### src/rtl/lsu_dmem.sv
// Load/store unit driving a word-wide data memory port.
// Byte/half stores use read-modify-write; loads are lane-extracted and extended.
module lsu_dmem #(
  parameter logic [31:0] MEM_BASE  = 32'h0000_0000,
  parameter int unsigned MEM_BYTES = 2048
) (
  input  logic        clk,
  input  logic        rst,
  input  logic        req_valid,
  output logic        req_ready,
  input  logic        req_we,
  input  logic [1:0]  req_size,
  input  logic        req_unsigned,
  input  logic [31:0] req_addr,
  input  logic [31:0] req_wdata,
  output logic        resp_valid,
  output logic [31:0] resp_rdata,
  output logic        resp_err,
  output logic        WE,
  output logic [31:0] A,
  output logic [31:0] WD,
  input  logic [31:0] RD
);

  localparam logic [1:0] SZ_BYTE = 2'b00;
  localparam logic [1:0] SZ_HALF = 2'b01;
  localparam logic [1:0] SZ_WORD = 2'b10;
  localparam logic [1:0] SZ_ILL  = 2'b11;

  typedef enum logic [2:0] {
    S_IDLE,
    S_LOAD,
    S_RMW,
    S_STORE,
    S_RESP
  } state_e;

  state_e      state_q;
  logic [1:0]  size_q;
  logic [1:0]  lane_q;
  logic        unsigned_q;
  logic [31:0] wdata_q;
  logic        we_q;
  logic [31:0] a_q;
  logic [31:0] wd_q;
  logic        resp_valid_q;
  logic        resp_err_q;
  logic [31:0] resp_rdata_q;

  logic        req_err_d;
  logic [32:0] addr_ext;
  logic [32:0] lo_ext;
  logic [32:0] hi_ext;
  logic [4:0]  lane_sh;
  logic [31:0] rd_shift;
  logic [31:0] lane_mask;
  logic [31:0] load_data_d;
  logic [31:0] merge_d;

  // Ready only while idle and not held in reset.
  assign req_ready  = (state_q == S_IDLE) && !rst;
  assign resp_valid = resp_valid_q;
  assign resp_rdata = resp_rdata_q;
  assign resp_err   = resp_err_q;
  assign WE         = we_q;
  assign A          = a_q;
  assign WD         = wd_q;

  // Classify the incoming request: illegal size, misalignment or out of range.
  always_comb begin
    addr_ext  = {1'b0, req_addr};
    lo_ext    = {1'b0, MEM_BASE};
    hi_ext    = lo_ext + 33'(MEM_BYTES);
    req_err_d = 1'b0;
    if (req_size == SZ_ILL)                                req_err_d = 1'b1;
    if ((req_size == SZ_HALF) && req_addr[0])              req_err_d = 1'b1;
    if ((req_size == SZ_WORD) && (req_addr[1:0] != 2'b00)) req_err_d = 1'b1;
    if ((addr_ext < lo_ext) || (addr_ext >= hi_ext))       req_err_d = 1'b1;
  end

  // Lane extraction for loads and lane merge for sub-word stores, both off RD.
  always_comb begin
    lane_sh     = {lane_q, 3'b000};
    rd_shift    = RD >> lane_sh;
    load_data_d = RD;
    lane_mask   = 32'hFFFF_FFFF;
    case (size_q)
      SZ_BYTE: begin
        load_data_d = unsigned_q ? {24'h0, rd_shift[7:0]}
                                 : {{24{rd_shift[7]}}, rd_shift[7:0]};
        lane_mask   = 32'h0000_00FF << lane_sh;
      end
      SZ_HALF: begin
        load_data_d = unsigned_q ? {16'h0, rd_shift[15:0]}
                                 : {{16{rd_shift[15]}}, rd_shift[15:0]};
        lane_mask   = 32'h0000_FFFF << lane_sh;
      end
      default: begin
        load_data_d = RD;
        lane_mask   = 32'hFFFF_FFFF;
      end
    endcase
    merge_d = (RD & ~lane_mask) | ((wdata_q << lane_sh) & lane_mask);
  end

  // Request sequencer; memory port and response outputs are all registered here.
  always_ff @(posedge clk or posedge rst) begin
    if (rst) begin
      state_q      <= S_IDLE;
      size_q       <= 2'b00;
      lane_q       <= 2'b00;
      unsigned_q   <= 1'b0;
      wdata_q      <= 32'h0;
      we_q         <= 1'b0;
      a_q          <= 32'h0;
      wd_q         <= 32'h0;
      resp_valid_q <= 1'b0;
      resp_err_q   <= 1'b0;
      resp_rdata_q <= 32'h0;
    end else begin
      we_q         <= 1'b0;
      resp_valid_q <= 1'b0;
      resp_err_q   <= 1'b0;
      resp_rdata_q <= 32'h0;
      case (state_q)
        S_IDLE: begin
          if (req_valid && req_ready) begin
            size_q     <= req_size;
            lane_q     <= req_addr[1:0];
            unsigned_q <= req_unsigned;
            wdata_q    <= req_wdata;
            if (req_err_d) begin
              state_q      <= S_RESP;
              resp_valid_q <= 1'b1;
              resp_err_q   <= 1'b1;
            end else begin
              a_q <= {req_addr[31:2], 2'b00};
              if (!req_we) begin
                state_q <= S_LOAD;
              end else if (req_size == SZ_WORD) begin
                state_q <= S_STORE;
                we_q    <= 1'b1;
                wd_q    <= req_wdata;
              end else begin
                state_q <= S_RMW;
              end
            end
          end
        end
        S_LOAD: begin
          resp_rdata_q <= load_data_d;
          resp_valid_q <= 1'b1;
          state_q      <= S_RESP;
        end
        S_RMW: begin
          // WD doubles as the merge register for the following write cycle.
          wd_q    <= merge_d;
          we_q    <= 1'b1;
          state_q <= S_STORE;
        end
        S_STORE: begin
          resp_valid_q <= 1'b1;
          state_q      <= S_RESP;
        end
        S_RESP: begin
          state_q <= S_IDLE;
        end
        default: begin
          state_q <= S_IDLE;
        end
      endcase
    end
  end

endmodule
### config.mk
export PLATFORM = sky130hd
export DESIGN_NAME = lsu_dmem
export DESIGN_NICKNAME = d
export VERILOG_FILES = /design/src/rtl/lsu_dmem.sv
export SDC_FILE = /design/constraint.sdc
export NUM_CORES = 1
export LEC_CHECK = 0
export ABC_AREA = 1
export ABC_CLOCK_PERIOD_IN_PS = 8500
export CORE_MARGIN = 1.5
export CORE_UTILIZATION = 40
export CTS_BUF_LIST = sky130_fd_sc_hd__clkbuf_2 sky130_fd_sc_hd__clkbuf_4 sky130_fd_sc_hd__clkbuf_8
export DETAILED_ROUTE_END_ITERATION = 10
export MAX_ROUTING_LAYER = met4
export PLACE_DENSITY = 0.69
export SLEW_MARGIN = 0
export SYNTH_ARGS = -nofsm -noshare
export SYNTH_HDL_FRONTEND = slang
export SYNTH_SLANG_ARGS = --single-unit
### constraint.sdc
create_clock -name clk -period 8.5 [get_ports clk]
set_input_delay 1.7 -clock clk [delete_from_list [all_inputs] [get_ports clk]]
set_output_delay 1.7 -clock clk [all_outputs]
set_load 0.02 [all_outputs]
==> metrics <==
result of the run=finished, final reports clean; initial standard-cell utilization of the core=0.408; number of hold buffers added after CTS=0; H-tree lvl count=4; CTS max path bufs=2; fraction of final layout cells sized beyond drive strength 1=0.0542; vias after detailed routing=6871; Post-synth ARST share=1.00; CTS clock-pin slew for the worst setup and hold paths=0.08 ns; Root Driver=sky130_fd_sc_hd__clkbuf_8; worst-path fanout max=3; EDFF count, synth=0; static leakage=4.79 nW; Seq/Total Area, Yosys=0.489; Max-Slew Margin vs Limit=0.195; initial drt markers=615; synth unique cells=28; row count=48; type of destination of the critical path=primary output; Min Clock Period, post-route=4.79 ns; total wirelength of the detailed-routed design=21100 microns; Nets=1253; area fraction in compound gates after synthesis=0.0584; critical path's slowest cell=sky130_fd_sc_hd__clkdlybuf4s50_1; type of the most critical hold path=reg -> reg; peak supply drop=0.0927 mV; number of port buffers=200; unrepaired setup endpoints after global routing=false; dominant cell type by count on the critical path=sky130_fd_sc_hd__clkdlybuf4s50_1; Register Area=3430 sq um; die outline width=135 microns; type of the worst setup path=in -> out; TritonCTS clock tree=yes; hold slack final=0.477 ns; post-synthesis cell count=974; combinational family with the most area after synthesis=simple AND/OR/NAND/NOR gates; residual antenna-violating net count after detailed routing=0; adder and majority cell fraction of the synthesized area=0; GP Congestion=0.894; total routing resource utilization after global routing=0.246; first-pass GRT wire length=33600 microns; Max-Cap Viols=0; data required time at the worst endpoint=6.80 ns; Die Footprint=18300 sq um; final core occ=0.551; first drt pass iteration count=5; area of the core=17200 sq um; routed via count divided by cell count=4.95; Final setup violation count=0; netlist area before placement=7010 sq um; count of synthesis-stage warnings from yosys=0; final worst-path cycle share=0.564; post-synthesis sequential element count=137; largest net degree at the start of global routing=74; number of standard cells in the final layout excluding fillers=1388; clock skew after layout=0.0145 ns; Detailed Place HPWL=15000 microns; maximum clock frequency=0.209 GHz; endpoint arrival time on the critical path=3.09 ns; layout filler cell count=1677; num ports=203; startpoint type of the worst setup path=input port; worst-path cell chain=clkdlybuf4s50_1 -> nor2_4 -> clkdlybuf4s50_1; clock latency at the later pin of the worst-skew pair=0.47 ns; transition time of the tightest slew-check pin=1.20 ns; via count of the first global-routing pass=6454; sinks on the clock net=137; Slew Viols, Final=0; count of final hold-check violations=0; # DRC=0; fraction of synthesized area in multiplexers=0; syn_area_per_cell=7.19 sq um; worst stage delay on the critical path=0.62 ns; count of inserted antenna diode cells=0; average wire length per cell after detail routing=15.2 microns; setup TNS after final layout=0 ns; placed cells=1356; combined area of the multi-input logic cells=3110 sq um; share of the synthesized netlist area taken by xor and xnor gates=0; buffers inserted by post-CTS timing repair=0; Pwr Density=177 nW/um^2; die height=135 microns; total gr overflow=0; simple-gate share of the synthesized area=0.384; most instantiated flip-flop cell in the synthesis netlist=sky130_fd_sc_hd__dfrtp_1; antenna violations before repair=0; Area growth syn-to-layout=35.1%; number of CTS-inserted buffers=17; number of gates given a new drive strength after cts=0
## placed cells by master, fill, tap and decap left out, types with 2 or more instances in the layout
master                            netlist  final
sky130_fd_sc_hd__a21oi_1               33     33
sky130_fd_sc_hd__buf_4                  6      4
sky130_fd_sc_hd__clkbuf_8               0     17
sky130_fd_sc_hd__clkdlybuf4s50_1        0    200
sky130_fd_sc_hd__clkinv_1               2      2
sky130_fd_sc_hd__clkinv_4               0      4
sky130_fd_sc_hd__clkinvlp_4             0      3
sky130_fd_sc_hd__conb_1                 1      2
sky130_fd_sc_hd__dfrtp_1              137    137
sky130_fd_sc_hd__inv_1                 57     56
sky130_fd_sc_hd__inv_2                  3      3
sky130_fd_sc_hd__inv_6                  0      7
sky130_fd_sc_hd__inv_8                  0      2
sky130_fd_sc_hd__nand2_1              426    426
sky130_fd_sc_hd__nand2_2                7      7
sky130_fd_sc_hd__nand2_4                2      2
sky130_fd_sc_hd__nand3_1               93     93
sky130_fd_sc_hd__nand3b_1               2      2
sky130_fd_sc_hd__nand4_1                8      8
sky130_fd_sc_hd__nor2_1                96     95
sky130_fd_sc_hd__nor2_4                 6      6
sky130_fd_sc_hd__o21ai_0               44     44
sky130_fd_sc_hd__o21ai_2                2      2
## power breakdown
part           switching [mW]  internal [mW]
clock network           0.300          0.212
registers              0.0364          0.701
logic                   0.265          0.165
total                   0.602           1.08
## cell usage after synthesis (7+ instances only)
master	instances	share of area
sky130_fd_sc_hd__nand2_1	426	0.23
sky130_fd_sc_hd__a21oi_1	33	0.024
sky130_fd_sc_hd__nand2_2	7	0.0063
sky130_fd_sc_hd__clkbuf_1	22	0.012
sky130_fd_sc_hd__buf_2	10	0.0071
sky130_fd_sc_hd__buf_1	7	0.0038
sky130_fd_sc_hd__o21ai_0	44	0.031
sky130_fd_sc_hd__dfrtp_1	137	0.49
sky130_fd_sc_hd__nand4_1	8	0.0071
sky130_fd_sc_hd__inv_1	57	0.031
sky130_fd_sc_hd__nand3_1	93	0.066
sky130_fd_sc_hd__nor2_1	96	0.051
## cell families after synthesis
| logic type | Yosys count |
|---|---|
| and+or+nand+nor | 645 |
| DFF | 137 |
| buffers and inverters | 111 |
| AOI/OAI and AO/OA | 80 |
| other | 1 |
## flip-flops by register name, summed over array words and instances, names as in the netlist, 2 cells and up
name / flops
state_q: 3
size_q: 2
A: 30
resp_rdata: 32
wdata_q: 32
WD: 32
lane_q: 2
## layout make-up
type	count	share of cell area
inverter	63	0.0258
clock inverter	15	0.0140
multi-input combinational	727	0.329
sequential	137	0.362
tap	225	0.0297
timing repair buffer	204	0.215
clock buffer	17	0.0247
## worst max-delay path: cells and delay by family
kind / cells / cell delay [ns]
buf+inv: 2 / 1.19
simple gates: 1 / 0.20
## metrics by stage
step           setup WS [ns]  cell area [sq um]  power [mW]
3_5_place_dp            3.70               9100        1.18
5_1_grt                 3.65               9470        1.78
2_1_floorplan           3.13               7010        1.01
6_report                3.71               9470        1.68
4_1_cts                 3.70               9470        1.69
3_3_place_gp            3.71               9100        1.17
## routing by layer
layer / track usage / vias up / part of all wire
li1: - / 3389 / -
met1: 0.318 / 3153 / 0.43
met2: 0.372 / 289 / 0.46
met3: 0.0535 / 40 / 0.076
met4: 0.106 / 0 / 0.028
met5: - / - / 0
## worst paths after layout
kind                       depth (start not counted)  slack [ns]       from     endpoint
max in group asynchronous                          3        5.27        rst  wdata_q[27]
setup / recovery                                   3        3.71        rst    req_ready
min in group asynchronous                          2        1.85        rst         A[2]
hold / removal                                     2        0.48      WD[1]        WD[1]
hold reg to reg                                    2        0.48      WD[1]        WD[1]
setup reg to reg                                  10        5.64  size_q[1]       WD[13]
(Power assumes the default switching activity.)
